===== src/rtl/wb_stage.sv =====
`default_nettype none
// +----------------------------------------------------------------------------+
// | wb_stage : MEM/WB pipeline register, load extension and RegFile writeback    |
// | Revision : 1.0                                                               |
// +----------------------------------------------------------------------------+
module wb_stage #(
  parameter int CNT_W      = 32,
  parameter bit PROTECT_R0 = 1'b1
) (
  input  logic             clk,
  input  logic             rst,
  input  logic             stall,
  input  logic             flush,
  input  logic             mem_valid,
  input  logic [31:0]      mem_pc,
  input  logic [4:0]       mem_rd,
  input  logic             mem_reg_write,
  input  logic             mem_mem_to_reg,
  input  logic [31:0]      mem_alu_result,
  input  logic [31:0]      mem_load_data,
  input  logic [2:0]       mem_load_type,
  output logic [4:0]       write_addr,
  output logic [31:0]      write_data,
  output logic             write_enabled,
  output logic             fwd_valid,
  output logic [4:0]       fwd_addr,
  output logic [31:0]      fwd_data,
  output logic [31:0]      wb_pc,
  output logic             misalign_exc,
  output logic [CNT_W-1:0] retire_count
);

  localparam logic [2:0]       c_LT_LH  = 3'd1;
  localparam logic [2:0]       c_LT_LHU = 3'd2;
  localparam logic [2:0]       c_LT_LB  = 3'd3;
  localparam logic [2:0]       c_LT_LBU = 3'd4;
  localparam logic [CNT_W-1:0] c_ONE    = {{(CNT_W-1){1'b0}}, 1'b1};

  logic             valid_q;
  logic             done_q;
  logic             reg_write_q;
  logic             mis_q;
  logic [4:0]       rd_q;
  logic [31:0]      result_q;
  logic [31:0]      pc_q;
  logic [CNT_W-1:0] retire_count_q;

  logic [31:0]      result_d;
  logic             mis_d;
  logic [1:0]       w_off;
  logic [7:0]       w_byte;
  logic [15:0]      w_half;
  logic             w_r0_blocked;
  logic             w_presenting;
  logic             w_retire;

  // Result is fully extended before capture so WB only muxes registers.
  always_comb begin
    w_off    = mem_alu_result[1:0];
    w_half   = w_off[1] ? mem_load_data[31:16] : mem_load_data[15:0];
    case (w_off)
      2'd0:    w_byte = mem_load_data[7:0];
      2'd1:    w_byte = mem_load_data[15:8];
      2'd2:    w_byte = mem_load_data[23:16];
      default: w_byte = mem_load_data[31:24];
    endcase
    result_d = mem_alu_result;
    mis_d    = 1'b0;
    if (mem_mem_to_reg) begin
      case (mem_load_type)
        c_LT_LH: begin
          result_d = {{16{w_half[15]}}, w_half};
          mis_d    = w_off[0];
        end
        c_LT_LHU: begin
          result_d = {16'h0000, w_half};
          mis_d    = w_off[0];
        end
        c_LT_LB:  result_d = {{24{w_byte[7]}}, w_byte};
        c_LT_LBU: result_d = {24'h000000, w_byte};
        default: begin
          result_d = mem_load_data;
          mis_d    = (w_off != 2'd0);
        end
      endcase
    end
  end

  always_comb begin
    w_r0_blocked = PROTECT_R0 && (rd_q == 5'd0);
    w_presenting = valid_q && !done_q;
    w_retire     = w_presenting && !mis_q;
  end

  always_ff @(posedge clk or negedge rst) begin
    if (!rst) begin
      valid_q        <= 1'b0;
      done_q         <= 1'b0;
      reg_write_q    <= 1'b0;
      mis_q          <= 1'b0;
      rd_q           <= 5'd0;
      result_q       <= 32'd0;
      pc_q           <= 32'd0;
      retire_count_q <= '0;
    end else begin
      if (flush) begin
        valid_q <= 1'b0;
        done_q  <= 1'b0;
      end else if (!stall) begin
        valid_q     <= mem_valid;
        done_q      <= 1'b0;
        reg_write_q <= mem_reg_write;
        mis_q       <= mis_d;
        rd_q        <= mem_rd;
        result_q    <= result_d;
        pc_q        <= mem_pc;
      end else begin
        // Any held entry has been presented once; mark it so it never repeats.
        done_q <= done_q | valid_q;
      end
      if (w_retire) begin
        retire_count_q <= retire_count_q + c_ONE;
      end
    end
  end

  always_comb begin
    write_enabled = w_presenting && reg_write_q && !mis_q && !w_r0_blocked;
    misalign_exc  = w_presenting && mis_q;
    write_addr    = valid_q ? rd_q : 5'd0;
    write_data    = valid_q ? result_q : 32'd0;
    wb_pc         = valid_q ? pc_q : 32'd0;
    fwd_valid     = write_enabled;
    fwd_addr      = write_addr;
    fwd_data      = write_data;
    retire_count  = retire_count_q;
  end

endmodule
`default_nettype wire


===== config.mk =====
export PLATFORM = sky130hd
export DESIGN_NAME = wb_stage
export DESIGN_NICKNAME = d
export VERILOG_FILES = /design/src/rtl/wb_stage.sv
export SDC_FILE = /design/constraint.sdc
export NUM_CORES = 1
export LEC_CHECK = 0
export ABC_AREA = 1
export CELL_PAD_IN_SITES_DETAIL_PLACEMENT = 1
export CELL_PAD_IN_SITES_GLOBAL_PLACEMENT = 1
export CORE_MARGIN = 2
export CORE_UTILIZATION = 39
export CTS_BUF_LIST = sky130_fd_sc_hd__clkbuf_8 sky130_fd_sc_hd__clkbuf_16
export DETAILED_ROUTE_END_ITERATION = 6
export DONT_BUFFER_PORTS = 1
export HOLD_SLACK_MARGIN = 0.02
export PLACE_DENSITY = 0.81
export SKIP_LAST_GASP = 1
export SLEW_MARGIN = 40
export SYNTH_ARGS = -nofsm -noshare
export SYNTH_HDL_FRONTEND = slang
export SYNTH_SLANG_ARGS = --single-unit

===== constraint.sdc =====
create_clock -name clk -period 1.5 [get_ports clk]
set_input_delay 0.3 -clock clk [delete_from_list [all_inputs] [get_ports clk]]
set_output_delay 0.3 -clock clk [all_outputs]
set_load 0.1 [all_outputs]

==> impl_metrics.json <==
{
  "outcome": "complete, but fails checks",
  "violations": "hold timing, setup timing",
  "syn_area_per_cell_um2": 6.29,
  "vias": 7275,
  "grtUsageTotal": 0.290,
  "die_x_um": 137,
  "clk_pin_slew_ps": 80,
  "port_buffers": 0,
  "pin_count": 252,
  "ctsHtreeMaxLevel": 3,
  "viasPerCell": 5.21,
  "cp_data_required_time_ps": 1200,
  "end_kind": "output port",
  "die_h_um": 137,
  "rsz0062_at_grt": "yes",
  "async_flop_share": 1.00,
  "r2r_setup_slack_ps": -50,
  "synth_top_area_frac": 0.381,
  "area_growth_pct": 45.0,
  "nFillCells": 2104,
  "cts_made_buffers": 9,
  "yosys_most_used_dff": "dfrtp_1",
  "drt_iter0_drc": 337,
  "drive_gt1_frac": 0.305,
  "ys.warnings.count": 0,
  "row_count": 48,
  "final_min_period_over_clock_period": 1.28,
  "skew_ps": 7.65,
  "finalInstanceArea_um2": 10000,
  "hpwl_mm": 18.9,
  "maxCapViolations": 0,
  "first_global_vias": 7765,
  "netlist_top_cells_area": "dfrtp_1 (38%), nand2_1 (28%), nor2_1 (7.4%), inv_1 (6.0%), buf_4 (4.5%)",
  "die_area_um2": 18800,
  "min_period_ps": 1920,
  "syn_area_um2": 6910,
  "cts_max_path_buffers": 2,
  "start_util": 0.399,
  "antenna_found_initial": 0,
  "antenna_cells": 0,
  "clock_latency_ps": 360,
  "grt_pass1_wl_mm": 41.8,
  "hold_viol_final": 105,
  "routed_wl_mm": 27.6,
  "setup_viol_count_final": 111,
  "slew_viol_final": 0,
  "rr_worst_depth": 9,
  "hold_class": "input port to asynchronous set/reset pin",
  "yosysSeqAreaShare": 0.381,
  "worstMarginPinSlew_ps": 412,
  "p_per_area_nw_per_um2": 956,
  "syn-num-nets": 1210,
  "cp_max_fo": 2,
  "grt_max_degree": 106,
  "overflow": 0,
  "drc_errors": 0,
  "synth_top_cell_by_area": "dfrtp_1",
  "synth_edf_count": 0,
  "fin_worst_hold_slack_ps": -377,
  "cts_root_buffer": "clkbuf_16",
  "synth-seq-cells": 105,
  "avgRoutedWirePerCell_um": 19.8,
  "final.setup.worst_slack_ps": -416,
  "placed_area_um2": 9180,
  "layout_common_cells": "nand2_1 (464), nor2_1 (111), buf_12 (83), dfrtp_1 (73), clkinvlp_4 (70)",
  "startpoint_type": "register",
  "postRouteAntennaNets": 0,
  "critPathKind": "register to output port",
  "pre_cts_ws_ps": -65.0,
  "dr.pass1.iters": 4,
  "cts_tree": "done",
  "cts.sinks": 105,
  "synth_cell_types": 35,
  "core_um2": 17300,
  "max_clock_freq_ghz": 0.522,
  "cp.arrival_ps": 1620,
  "nNetsFinal": 1279,
  "layout_commonest_cell": "nand2_1",
  "tns_ps": -34520,
  "totalPowerFinal_w": 0.00957,
  "vdd_drop_max_mv": 0.685,
  "synthCells": 1098,
  "gp_congestion": 0.907,
  "maxSlewHeadroom": 0.725,
  "p_leak_nw": 4.55
}
[registers in the layout, summed over array words and instances, names as in the netlist]
register / cells
done_q: 1
mis_q: 1
result_q: 32
pc_q: 32
valid_q: 1
retire_count: 32
rd_q: 5
reg_write_q: 1
[what timing repair did]
item	in CTS	in global routing
gates resized for setup	61	47
gates cloned	2	0
pin swaps	1	3
setup buffers	7	4
hold endpoints to repair	105	105
endpoints found under the setup margin	112	137
[cells in the mapped netlist (2+ instances only)]
master / instances
xnor2_1: 5
buf_2: 11
inv_2: 2
nor2_1: 137
nand3b_1: 10
nand2_2: 4
inv_1: 111
xor2_1: 11
clkbuf_1: 24
nand3_2: 2
buf_6: 2
nand3_1: 20
buf_4: 41
o21ai_0: 27
o21ai_1: 21
nor3_1: 4
a21oi_1: 31
buf_1: 5
nand2_1: 510
dfrtp_1: 105
[cell families after synthesis]
family,after synthesis,share of synthesized area
AO/OA/AOI/OAI,82,0.0620
adder cells (fa/ha/maj),1,0.00181
buffers and inverters,198,0.134
XOR/XNOR,16,0.0203
flip-flops,105,0.381
AND/OR/NAND/NOR,696,0.401
[critical path, stage by stage, from the launching register on]
cell      delay [ps]
dfrtp_1          460
inv_2            130
nand3_4          100
a311oi_4         220
buf_6            170
buf_12           170
[final cells by class]
| cell class | instances | area, um2 | share of cell area |
|---|---|---|---|
| clock inverters | 7 | 86.3 | 0.00862 |
| multi-input cells | 795 | 3810 | 0.381 |
| well taps | 225 | 282 | 0.0281 |
| flip-flops and latches | 105 | 2740 | 0.273 |
| inverters | 115 | 693 | 0.0692 |
| clock buffers | 9 | 225 | 0.0225 |
| repair buffers | 141 | 2180 | 0.218 |
[stage by stage]
step / hold WS (ps) / utilization / cells
2_1_floorplan: 4.41 / - / 1098
3_3_place_gp: 7.84 / 0.531 / 1371
3_5_place_dp: 6.62 / 0.531 / 1371
4_1_cts: -390 / 0.568 / 1395
5_1_grt: -392 / 0.579 / 1397
6_report: -377 / 0.579 / 1397
[per-layer routing]
metal / wire length [um] / vias up / track usage / share of wire
met5: 0 / - / 0 / 0
met3: 2060 / 57 / 0.0826 / 0.075
li1: - / 3400 / - / -
met1: 10600 / 3541 / 0.339 / 0.38
met4: 792 / 0 / 0.0853 / 0.029
met2: 14200 / 277 / 0.512 / 0.51
[power breakdown]
group	switching [W]	total [W]	internal [W]
Clock	0.00126	0.00259	0.00134
Combinational	0.00241	0.00340	0.000991
Sequential	0.000389	0.00357	0.00318
[final timing paths]
path	endpoint	startpoint
worst min register to register	result_q[24]	result_q[24]
worst max register to register	retire_count[26]	retire_count[18]
min in group clk	pc_q[14]	mem_pc[14]
worst max-delay path	fwd_valid	done_q
max in group asynchronous	retire_count[4]	rst
worst min-delay path	done_q	rst
(Power assumes the default switching activity.)
